**src/rtl/seq_detect_pkg.sv**
```systemverilog
// Shared helpers for the parametrised sequence detector: width helper and the
// elaboration-time border (failure) table used by the next-length logic.
package seq_detect_pkg;

  localparam int MAX_PAT_W = 16;

  function automatic int clog2_w(input int v);
    int w;
    w = 0;
    for (int i = 0; i < 32; i++) begin
      if ((32'd1 << w) < v) w = w + 1;
    end
    return w;
  endfunction

  // Width of one border-table entry (must hold 0..MAX_PAT_W).
  localparam int SW = clog2_w(MAX_PAT_W + 1);

  typedef logic [SW-1:0]        brd_t;
  typedef brd_t [MAX_PAT_W:0]   brd_tab_t;

  // Entry k is the longest proper prefix of the first k pattern bits that is
  // also a suffix of them; bit 0 of the sequence is pattern[pat_w-1].
  function automatic brd_tab_t border_tab(input logic [MAX_PAT_W-1:0] pattern,
                                          input int pat_w);
    brd_tab_t tab_v;
    logic     ok_v;
    tab_v = '0;
    for (int k = 2; k <= MAX_PAT_W; k++) begin
      if (k <= pat_w) begin
        for (int l = 1; l < MAX_PAT_W; l++) begin
          if (l < k) begin
            ok_v = 1'b1;
            for (int i = 0; i < MAX_PAT_W; i++) begin
              if (i < l) begin
                if (pattern[pat_w-1-i] != pattern[pat_w-1-(k-l)-i]) ok_v = 1'b0;
              end
            end
            if (ok_v) tab_v[k] = brd_t'(l);
          end
        end
      end
    end
    return tab_v;
  endfunction

endpackage

```
**src/rtl/seq_detect_param_match.sv**
```systemverilog
// Combinational next-length logic: from current prefix length k and input bit b,
// follow the constant border chain until the next pattern bit matches.
module seq_match_next
  import seq_detect_pkg::*;
#(
  parameter int               PAT_W   = 4,
  parameter logic [PAT_W-1:0] PATTERN = 4'b1011,
  parameter int               YW      = 3,
  parameter brd_tab_t         BRD     = '0
) (
  input  logic [YW-1:0] k,
  input  logic          b,
  output logic [YW-1:0] l
);

  // Border chain walk; chain length strictly decreases so PAT_W+1 steps suffice.
  always_comb begin
    int   kk_v;
    logic done_v;
    l      = {YW{1'b0}};
    kk_v   = int'(k);
    done_v = 1'b0;
    for (int it = 0; it <= PAT_W; it++) begin
      if (!done_v) begin
        if (b == PATTERN[PAT_W-1-kk_v]) begin
          l      = YW'(kk_v + 1);
          done_v = 1'b1;
        end else if (kk_v == 0) begin
          done_v = 1'b1;
        end else begin
          kk_v = int'(BRD[kk_v]);
        end
      end else begin
        done_v = 1'b1;
      end
    end
  end

endmodule

```
**src/rtl/seq_detect_param.sv**
```systemverilog
// Parametrised serial sequence detector with wrapping bit counter and saturating
// detection counter. Define SEQ_DETECT_HIST_EN to add the hist/hist_vld outputs.
module seq_detect_param
  import seq_detect_pkg::*;
#(
  parameter int               PAT_W   = 4,
  parameter logic [PAT_W-1:0] PATTERN = 4'b1011,
  parameter int               CNT_W   = 4,
  parameter bit               OVERLAP = 1'b1
) (
  input  logic                       clk,
  input  logic                       rst,
  input  logic                       a,
  input  logic                       en,
  output logic [$clog2(PAT_W+1)-1:0] y,
  output logic                       det,
  output logic [CNT_W-1:0]           n,
  output logic [CNT_W-1:0]           s,
  output logic                       s_sat
`ifdef SEQ_DETECT_HIST_EN
  ,
  output logic [PAT_W-1:0]           hist,
  output logic                       hist_vld
`endif
);

  localparam int               YW      = clog2_w(PAT_W + 1);
  localparam brd_tab_t         BRD     = border_tab(MAX_PAT_W'(PATTERN), PAT_W);
  localparam logic [YW-1:0]    FULL_Y  = YW'(PAT_W);
  localparam logic [YW-1:0]    WRAP_Y  = OVERLAP ? YW'(BRD[PAT_W]) : {YW{1'b0}};
  localparam logic [CNT_W-1:0] CNT_ONE = CNT_W'(1'b1);

  logic [YW-1:0]    y_r, y_next_s, l_s;
  logic             det_r, det_next_s;
  logic [CNT_W-1:0] n_r, n_next_s;
  logic [CNT_W-1:0] s_r, s_next_s;
  logic             s_sat_r;

  seq_match_next #(
    .PAT_W   (PAT_W),
    .PATTERN (PATTERN),
    .YW      (YW),
    .BRD     (BRD)
  ) u_match (
    .k (y_r),
    .b (a),
    .l (l_s)
  );

  // Next-state and counter update for one consumed bit.
  always_comb begin
    y_next_s   = y_r;
    det_next_s = 1'b0;
    n_next_s   = n_r;
    s_next_s   = s_r;
    if (en) begin
      n_next_s = n_r + CNT_ONE;
      if (l_s == FULL_Y) begin
        det_next_s = 1'b1;
        y_next_s   = WRAP_Y;
        if (&s_r) begin
          s_next_s = s_r;
        end else begin
          s_next_s = s_r + CNT_ONE;
        end
      end else begin
        y_next_s = l_s;
      end
    end else begin
      det_next_s = 1'b0;
    end
  end

  // State and counter registers; rst discards any partial match.
  always_ff @(posedge clk) begin
    if (rst) begin
      y_r     <= {YW{1'b0}};
      det_r   <= 1'b0;
      n_r     <= {CNT_W{1'b0}};
      s_r     <= {CNT_W{1'b0}};
      s_sat_r <= 1'b0;
    end else begin
      y_r     <= y_next_s;
      det_r   <= det_next_s;
      n_r     <= n_next_s;
      s_r     <= s_next_s;
      s_sat_r <= &s_next_s;
    end
  end

  assign y     = y_r;
  assign det   = det_r;
  assign n     = n_r;
  assign s     = s_r;
  assign s_sat = s_sat_r;

`ifdef SEQ_DETECT_HIST_EN
  logic [PAT_W-1:0] hist_r;
  logic [YW-1:0]    hcnt_r;
  logic             hist_vld_r;

  // History shift register, newest bit in bit 0, valid after PAT_W bits.
  always_ff @(posedge clk) begin
    if (rst) begin
      hist_r     <= {PAT_W{1'b0}};
      hcnt_r     <= {YW{1'b0}};
      hist_vld_r <= 1'b0;
    end else if (en) begin
      hist_r     <= {hist_r[PAT_W-2:0], a};
      hist_vld_r <= hist_vld_r | (hcnt_r == YW'(PAT_W - 1));
      if (hcnt_r != FULL_Y) begin
        hcnt_r <= hcnt_r + YW'(1'b1);
      end else begin
        hcnt_r <= hcnt_r;
      end
    end else begin
      hist_r <= hist_r;
    end
  end

  assign hist     = hist_r;
  assign hist_vld = hist_vld_r;
`endif

endmodule
```
**config.mk**
```make
export PLATFORM = sky130hd
export DESIGN_NAME = seq_detect_param
export DESIGN_NICKNAME = d
export VERILOG_FILES = /design/src/rtl/seq_detect_pkg.sv /design/src/rtl/seq_detect_param_match.sv /design/src/rtl/seq_detect_param.sv
export SDC_FILE = /design/constraint.sdc
export NUM_CORES = 1
export LEC_CHECK = 0
export ABC_CLOCK_PERIOD_IN_PS = 16100
export BUFFER_PORTS_ARGS = -buffer_cell sky130_fd_sc_hd__buf_2
export CAP_MARGIN = 40
export CELL_PAD_IN_SITES_DETAIL_PLACEMENT = 1
export CELL_PAD_IN_SITES_GLOBAL_PLACEMENT = 1
export CORE_ASPECT_RATIO = 1.25
export CORE_UTILIZATION = 35
export DETAILED_ROUTE_END_ITERATION = 10
export PLACE_DENSITY_LB_ADDON = 0.12
export SLEW_MARGIN = 25
export SYNTH_ARGS = -nofsm -noshare
export SYNTH_HDL_FRONTEND = slang
export SYNTH_SLANG_ARGS = --single-unit
```
**constraint.sdc**
```tcl
create_clock -name clk -period 16.1 [get_ports clk]
set_clock_uncertainty 0.05 [all_clocks]
set_input_delay 4.025 -clock clk [delete_from_list [all_inputs] [get_ports clk]]
set_output_delay 4.025 -clock clk [all_outputs]
set_load 0.02 [all_outputs]
```
Word-level counts from Yosys, hierarchy flattened:

Memory sizes are Yosys's and may differ from the RTL's. A register that Yosys moved wholly into a read port is not among the register bits.
Index checks and enable logic that the tools add are counted.

* bits in registers: 13
* memory bits (read-only): 520
* input bits: 4
* output and inout port bits: 13
* word-level logic and storage cells: 104
* memories: 4

Memory list
* (name not given): depth 32, width 5, rd ports 1, clocked after memory_dff 0, wr ports 0, line seq_detect_param_match.sv:31 `kk_v = int'(BRD[kk_v]);`
* (name not given): depth 32, width 5, rd ports 1, clocked after memory_dff 0, wr ports 0, line seq_detect_param_match.sv:31
* (name not given): depth 32, width 5, rd ports 1, clocked after memory_dff 0, wr ports 0, line seq_detect_param_match.sv:31
* (name not given): depth 8, width 5, rd ports 1, clocked after memory_dff 1, wr ports 0, line seq_detect_param_match.sv:31

* add/sub/neg operators: 12
* order comparisons: 9
* equal/unequal tests: 6
* muxes and demuxes: 60
* bitwise logic cells: 1
* reduce and logical (&&, ||, !) cells: 7

Operators with widths (number)
* $mux W32: 8
* $lt A32 B4 Y1 const B: 5
* $logic_not A32 Y1: 3
* $sub A3 B32 Y32 const A: 3
* $lt A32 B7 Y1 const B: 2
* $mux W5: 10
* $mux W3: 12
* $mux W1: 22
* $add A3 B2 Y3 const B: 4
* $mux W4: 3
* $bmux W1 S2: 5
* $add A4 B1 Y4 const B: 2
* $reduce_and A4 Y1: 2
* $lt A3 B6 Y1 const B: 1
* $lt A5 B6 Y1 const B: 1
* $sub A2 B5 Y6 const A: 1
* $eq A1 B1 Y1: 5
* $sub A2 B3 Y4 const A: 1
* $add A3 B1 Y3 const B: 1
* $eq A3 B3 Y1 const B: 1
* $logic_not A3 Y1: 1
* $reduce_or A2 Y1: 1
* $not A1 Y1: 1

Longest topological paths before layout:

Gate-level depths: netlist of the first run.

* depth in word-level cells: 38
* depth in mapped cells: 29
* mapped depth without buffers: 26

Hierarchy:

Synthesis of the first run repeated with hierarchy kept, for this count alone.

* cells, all modules: 146
* area total of the unflattened synthesis: 1283.7 um^2

Modules (own cells, without submodules)
* seq_match_next: instances 1, cells each 90, area each 683.2 um^2, seq. area each 0.0 um^2
* seq_detect_param: instances 1, cells each 56, area each 600.6 um^2, seq. area each 260.2 um^2

Worst setup path before layout of the first run:

No wires, ideal clock.

* kind: input to register
* start point: input port a
* end point: register s_sat_r, in the netlist s_sat
* library setup time: 0.103 ns
* arrival time: 8.372 ns
* required time: 15.947 ns
* path slack: 7.574 ns
* stages on the path: 24
* buffers on the path: 3
* cell sequence: buf_2 -> xor2_1 -> nor2_1 -> a21oi_1 -> inv_1 -> ha_1 -> buf_2 -> or3_4 -> a211oi_1 -> o21ai_0 -> ha_1 -> a2111oi_4 -> nand2_1 -> nor2_1 -> a21oi_1 -> ha_1 -> o21ai_0 -> nand2_1 -> o22a_1 -> o311a_2 -> and3_1 -> buf_6 -> o2111a_1 -> a2111oi_2

* word-level cells in the longest chain between the ends: 34
* elaborated cells on any way between the ends: 70
* those cells by class: 8 x add/sub; 6 x eq/ne; 49 x mux; 4 x reduce/logical; 3 x memory

RTL lines
* from (decl): line seq_detect_param.sv:13 `input logic a,`
* $eq A1 B1 Y1: line seq_detect_param_match.sv:25 `if (b == PATTERN[PAT_W-1-kk_v]) begin`
* $mux W5: line seq_detect_param_match.sv:25
* $sub A2 B5 Y6: line seq_detect_param_match.sv:25
* $bmux W1 S2: line seq_detect_param_match.sv:25
* $mux W1 (implied by the code) (2 in series): line seq_detect_param_match.sv:25
* $eq A1 B1 Y1: line seq_detect_param_match.sv:25
* $mux W32: line seq_detect_param_match.sv:25
* $mux W32: line seq_detect_param_match.sv:24 `if (!done_v) begin`
* [16 not listed]
* $mux W1 (implied by the code) (2 in series): line seq_detect_param_match.sv:25
* $eq A1 B1 Y1: line seq_detect_param_match.sv:25
* $mux W3: line seq_detect_param_match.sv:25
* $mux W3 *: line seq_detect_param_match.sv:24
* $eq A3 B3 Y1 *: line seq_detect_param.sv:58 `if (l_s == FULL_Y) begin`
* $mux W4 *: line seq_detect_param.sv:58
* $mux W4 *: line seq_detect_param.sv:56 `if (en) begin`
* $reduce_and A4 Y1 *: line seq_detect_param.sv:87 `s_sat_r <= &s_next_s;`
* to (signal assigned): line seq_detect_param.sv:87
* to (decl): line seq_detect_param.sv:37 `logic s_sat_r;`

Mark *: on every way between the ends. The rest lies on a longest branch, timed or not. The select of a mux whose other input is x is not followed.
A chain may end at the register's enable or synchronous reset.

Worst setup path in the final report of the first run:

Same ends and word-level chain as after synthesis.

==> impl_metrics.py, run 1 <==
metrics = {
    "global_route": {
        "grt_max_degree": 16,
        "grt_pass1_vias": 1329,
        "antenna_found_initial": 0,
        "grt-ovfl-total": 0,
        "grt_usage": 0.1927,
        "grt_pass1_wl_mm": 6.368,
    },
    "worst_setup_path": {
        "path_delay_family": "compound AO/OA/AOI/OAI gates",
        "timing.critical_path.from": "a",
        "path_cells": "buf_2, xor2_1, nor2_1, a21oi_1, inv_1, ha_1, or3_4, a211oi_1, o21ai_0, ha_1, a2111oi_4, nand2_1, nor2_1, a21oi_1, ha_1, o21ai_0, nand2_1, o22a_1, o311a_2, and3_1, o2111a_1, a2111oi_2",
        "critPathMaxFanout": 15,
        "max_stage_delay_ps": 390,
        "crit_path_end_kind": "register",
        "rrSetupSlack_ps": 10090,
        "crit_end": "s_sat",
        "reg2reg_from": "y[1]",
        "reg2reg_depth": 23,
        "crit_top_cell": "ha_1",
        "path_class": "input port to register",
        "cp.arrival_ps": 9050,
        "required_ps": 16190,
        "critPathBufInv": 2,
        "cp-start-kind": "input port",
        "reg2reg_to": "s_sat",
        "critPathSlowestCell": "or3_4",
        "cp.depth": 22,
    },
    "cells_and_area": {
        "nFillCells": 488,
        "fin_cells": 247,
        "drive_gt1_frac": 0.1813,
        "syn_to_final_growth_pct": 10.55,
        "design_area_mm2": 0.001573,
        "diodes": 0,
        "fin_nets": 213,
    },
    "synthesis": {
        "netlist_area_mm2": 0.001423,
        "yosysUniqueCellTypes": 52,
        "synth_area_leaders": "dfxtp_1 20%, ha_1 13%, nor2_1 4.5%, inv_1 4.2%, nand2_1 4.2%",
        "ys_warn_count": 0,
        "syn_avg_cell_area_um2": 7.817,
        "synth_common_cells": "17 x nor2_1, 16 x inv_1, 16 x nand2_1",
        "synthCells": 182,
        "ys_async_sr_fraction": 0,
        "synth-seq-cells": 14,
        "synth_top_flop_cell": "dfxtp_1",
        "synth_top_cell_by_area": "dfxtp_1",
        "yosysMostFrequentCell": "nor2_1",
        "synthesis.nets": 201,
        "synth_top_area_share": 0.1970,
        "synth-edff-count": 0,
        "ys_seq_area_frac": 0.1970,
    },
    "drt": {
        "drtPass1Iterations": 4,
        "viasPerCell": 5.453,
        "drtIter0Drc": 26,
        "drc": 0,
        "wirelength_mm": 3.846,
        "antenna_left": 0,
        "vias": 1347,
        "wl_per_cell_um": 15.57,
    },
    "power_and_ir_drop": {
        "power.density_mw_per_mm2": 73.97,
        "leakage_uw": 0.0006493,
        "pwr-share-comb": 0.378,
        "internal_power_uw": 73.14,
        "power_switching_uw": 43.20,
        "p_total_uw": 116.3,
        "seqPwrFrac": 0.323,
        "clkPwrFrac": 0.300,
        "vdd_drop_max_uv": 48.60,
        "swShare": 0.3713,
    },
    "clock_network": {
        "insertion_delay_ps": 250,
        "post-cts-setup-buffer-count": 0,
        "htreeDepth": 1,
        "cts_hold_buf": 0,
        "cts_root_buf": "clkbuf_8",
        "path_clk_slew_ps": 60,
        "cts_resized": 0,
        "numCtsBuffers": 3,
        "cts.sinks": 14,
        "tritoncts": "built",
        "clockBufferDepth": 2,
    },
    "timing": {
        "rsz0062_at_grt": "no",
        "slew_violations": 0,
        "tightest_slew_ps": 653.2,
        "fin_crit_ps": 8962,
        "maxSlewHeadroom": 0.5636,
        "clock.fmax_mhz": 111.6,
        "period_share": 0.5566,
        "hold_viol_final": 0,
        "setup_viol": 0,
        "finalSetupTns_ps": 0,
    },
    "floorplan": {
        "initial_core_util": 0.3698,
        "die_area_mm2": 0.004325,
        "ios": 17,
        "die_y_um": 73.28,
        "core_area_mm2": 0.003847,
        "row_count": 25,
        "die_width_um": 59.03,
    },
    "place": {
        "place_congestion": 0.8435,
        "dpl_cell_area_mm2": 0.001518,
        "dp_hpwl_mm": 3.067,
        "placedCellCount": 243,
        "numPortBuffers": 16,
    },
    "status": {
        "status": "completed",
    },
    "worst_hold_path": {
        "hp-class": "register to register",
        "holdPathStages": 2,
    },
    "flow_run": {
        "cap_viol_max_count": 0,
    },
}
## state kept, by name, indices dropped and copies added (netlist names), named ones only
| name | flops |
|---|---|
| det | 1 |
| n | 4 |
| s | 4 |
| s_sat | 1 |
| y | 3 |
## power by group through the flow
stage | sequential (uW) | clock, uW | combinational [uW]
floorplan | 39.3 | 0 | 33.4
CTS | 37.6 | 35.6 | 44.5
global route | 37.8 | 36.4 | 49.0
detailed placement | 38.3 | 0 | 44.4
global placement | 38.2 | 0 | 43.1
finish | 37.5 | 34.9 | 44.0
## layer usage
layer  vias up  wire length [um]  track usage
li1        672                 -            -
met4         0                65      0.06614
met2        18              2049       0.3687
met1       650              1686       0.2204
met3         7                44      0.01232
met5         -                 0            0
## worst min path at each step
| stage | startpoint | to | slack, ps |
|---|---|---|---|
| after floorplan | s[3] | s_sat | 530 |
| final | n[3] | n[3] | 460 |
| after global placement | n[3] | n[3] | 440 |
| after global routing | s[3] | s_sat | 520 |
| after detailed placement | n[3] | n[3] | 450 |
| after CTS | n[3] | n[3] | 470 |
## layout by cell type, fill, tap and decap left out, types with 2 or more instances in the layout
master / n
nor2_1: 17
inv_1: 16
nand2_1: 16
buf_2: 16
ha_1: 15
dfxtp_1: 14
o21ai_0: 11
a21oi_1: 9
nand3_1: 6
nor3_1: 5
xor2_1: 4
xnor2_1: 4
nand4_1: 4
clkbuf_8: 4
nor2b_1: 3
or3_1: 3
a21boi_0: 3
a31oi_1: 3
and3_1: 3
and4_2: 2
mux2_2: 2
a32oi_1: 2
o211ai_1: 2
nor3b_1: 2
## kinds of logic after synthesis
group	share of synthesized area
xor gates and xnor gates	0.04925
muxes	0.02287
AOI/OAI and AO/OA	0.2867
adders and majority gates	0.1319
and+or+nand+nor	0.2304
DFF	0.1970
buffers and inverters	0.08179
## per-stage QoR
step	util	hold slack, ps	worst slack (ps)
after global placement	0.3945	442.2	6935
after global routing	0.4088	518.2	6665
after CTS	0.4088	465.8	7116
after detailed placement	0.3945	452.0	6870
after floorplan	-	528.9	7574
final	0.4088	461.2	7138
## worst reg2reg max path, stage by stage (launching register included)
cell and delay (ps):
dfxtp_1 360, inv_1 240, ha_1 470, xor2_1 360
nor2_1 130, a21oi_1 300, inv_1 140, ha_1 320
or3_4 390, a211oi_1 260, o21ai_0 180, ha_1 250
a2111oi_4 370, nand2_1 120, nor2_1 120, a21oi_1 50
ha_1 210, o21ai_0 100, nand2_1 90, o22a_1 160
o311a_2 380, and3_1 230, o2111a_1 280, a2111oi_2 340
## cell type report
type                    instances  area [um2]  area share
inverters                      17       63.81     0.04057
repair buffers                 16       80.08     0.05091
flip-flops and latches         14       280.3      0.1782
well taps                      54       67.56     0.04296
clock buffers                   4       55.05     0.03500
multi-input cells             142        1026      0.6523
Power figures use the tool's default switching activity.
==> run 2: changes to the inputs <==
--- a/config.mk
+++ b/config.mk
@@ -5,7 +5,7 @@
 export SDC_FILE = /design/constraint.sdc
 export NUM_CORES = 1
 export LEC_CHECK = 0
-export ABC_CLOCK_PERIOD_IN_PS = 16100
+export ABC_CLOCK_PERIOD_IN_PS = 8200
 export BUFFER_PORTS_ARGS = -buffer_cell sky130_fd_sc_hd__buf_2
 export CAP_MARGIN = 40
 export CELL_PAD_IN_SITES_DETAIL_PLACEMENT = 1
==> constraint.sdc (replaced) <==
create_clock -name clk -period 8.2 [get_ports clk]
set_clock_uncertainty 0.05 [all_clocks]
set_input_delay 2.05 -clock clk [delete_from_list [all_inputs] [get_ports clk]]
set_output_delay 2.05 -clock clk [all_outputs]
set_load 0.02 [all_outputs]
==> impl_metrics.py, run 2 (synthesis results as in run 1) <==
metrics = {
    "cells_and_area": {
        "drive_gt1_frac": 0.1813,
        "multi_input_area_mm2": 0.001026,
        "fin_nets": 213,
        "diodes": 0,
        "ff_latch_area_um2": 280.3,
        "syn_to_final_growth_pct": 10.55,
        "nFillCells": 501,
        "layout_commonest_cell": "nor2_1",
        "fin_cells": 247,
        "layout_common_cells": "17 x nor2_1, 16 x inv_1, 16 x nand2_1, 16 x buf_2, 15 x ha_1",
    },
    "worst_setup_path": {
        "critPathSlowestCell": "xor2_1",
        "max_stage_delay_ps": 410,
        "critPathBufInv": 2,
        "path_cells": "buf_2, xor2_1, nor2_1, a21oi_1, inv_1, ha_1, or3_4, a211oi_1, o21ai_0, ha_1, a2111oi_4, nand2_1, nor2_1, a21oi_1, ha_1, o21ai_0, nand2_1, o22a_1, o311a_2, and3_1, o2111a_1, a2111oi_2",
        "cp-start-kind": "input port",
        "required_ps": 8290,
        "cp.arrival_ps": 7110,
        "path_class": "input port to register",
        "crit_path_end_kind": "register",
        "path_delay_family": "compound AO/OA/AOI/OAI gates",
        "crit_top_cell": "ha_1",
        "critPathMaxFanout": 15,
    },
    "clock_network": {
        "htreeDepth": 1,
        "clockBufferDepth": 2,
        "post-cts-setup-buffer-count": 0,
        "insertion_delay_ps": 250,
        "numCtsBuffers": 3,
        "cts_resized": 0,
        "cts.sinks": 14,
        "cts_root_buf": "clkbuf_8",
        "path_clk_slew_ps": 60,
        "cts_hold_buf": 0,
        "tritoncts": "built",
    },
    "timing": {
        "rsz0062_at_grt": "no",
        "fin_crit_ps": 7017,
        "maxSlewHeadroom": 0.5686,
        "setup_viol": 0,
        "holdWs_ps": 462.2,
        "tightest_slew_ps": 645.8,
        "setup_ws_ps": 1183,
        "finalSetupTns_ps": 0,
        "clock.fmax_mhz": 142.5,
        "slew_violations": 0,
        "period_share": 0.8557,
        "hold_viol_final": 0,
    },
    "drt": {
        "drc": 0,
        "wl_per_cell_um": 15.96,
        "antenna_left": 0,
        "drtIter0Drc": 28,
        "vias": 1394,
        "drtPass1Iterations": 4,
        "wirelength_mm": 3.943,
        "viasPerCell": 5.644,
    },
    "floorplan": {
        "initial_core_util": 0.3698,
        "die_area_mm2": 0.004325,
        "row_count": 25,
        "die_width_um": 59.03,
        "die_y_um": 73.28,
        "core_area_mm2": 0.003847,
        "ios": 17,
    },
    "global_route": {
        "grt-ovfl-total": 0,
        "grt_pass1_wl_mm": 6.837,
        "grt_max_degree": 16,
        "grt_usage": 0.2042,
        "grt_pass1_vias": 1491,
        "antenna_found_initial": 0,
    },
    "power_and_ir_drop": {
        "leakage_uw": 0.0006493,
        "vdd_drop_max_uv": 90.54,
        "p_total_uw": 229.1,
        "power.density_mw_per_mm2": 145.7,
    },
    "worst_hold_path": {
        "hp-class": "register to register",
    },
    "flow_run": {
        "cap_viol_max_count": 0,
    },
    "place": {
        "place_ws_ps": 943.3,
        "placedCellCount": 243,
        "dp_hpwl_mm": 3.130,
        "numPortBuffers": 16,
        "place_congestion": 0.8402,
    },
    "status": {
        "status": "completed",
    },
}
## run 2: cell counts in the layout (fill, tap and decap cells not counted)
Identical to the previous run, type by type.
## run 2: path summary, 6_finish.rpt
kind | to | from | cells past startpoint | slack [ps]
max | s_sat | a | 22 | 1180
min | n[3] | n[3] | 2 | 460
max reg2reg | s_sat | y[1] | 23 | 2170
min reg2reg | n[3] | n[3] | 2 | 460
## run 2: routing by layer
metal  GRT usage  up-vias  part of all wire
li1            -      675                 -
met1      0.2317      672              0.43
met2      0.3662       30              0.50
met3     0.01585       17             0.021
met4      0.1217        0             0.048
met5           0        -                 0
## run 2: per-stage QoR
step | util | instance area (um2)
after floorplan | - | 1423
after global placement | 0.3945 | 1518
after detailed placement | 0.3945 | 1518
after CTS | 0.4088 | 1573
after global routing | 0.4088 | 1573
final | 0.4088 | 1573
## run 2: worst reg2reg max path: stages, from the launching register on
cell	delay (ps)
dfxtp_1	360
inv_1	260
ha_1	480
xor2_1	420
nor2_1	130
a21oi_1	280
inv_1	130
ha_1	320
or3_4	390
a211oi_1	260
o21ai_0	180
ha_1	250
a2111oi_4	360
nand2_1	130
nor2_1	130
a21oi_1	60
ha_1	220
o21ai_0	90
nand2_1	80
o22a_1	150
o311a_2	380
and3_1	230
o2111a_1	280
a2111oi_2	330
## run 2: power breakdown
group          total [uW]  switching (uW)  internal (uW)
clock network        68.2            25.7           42.5
registers            73.5            2.99           70.6
logic                87.4            56.7           30.7
total                 229            85.4            144
## run 2: cell type report
class                           instances  area share
Multi-Input combinational cell        142      0.6523
Tap cell                               54     0.04296
Clock buffer                            4     0.03500
Timing Repair Buffer                   16     0.05091
Inverter                               17     0.04057
Sequential cell                        14      0.1782
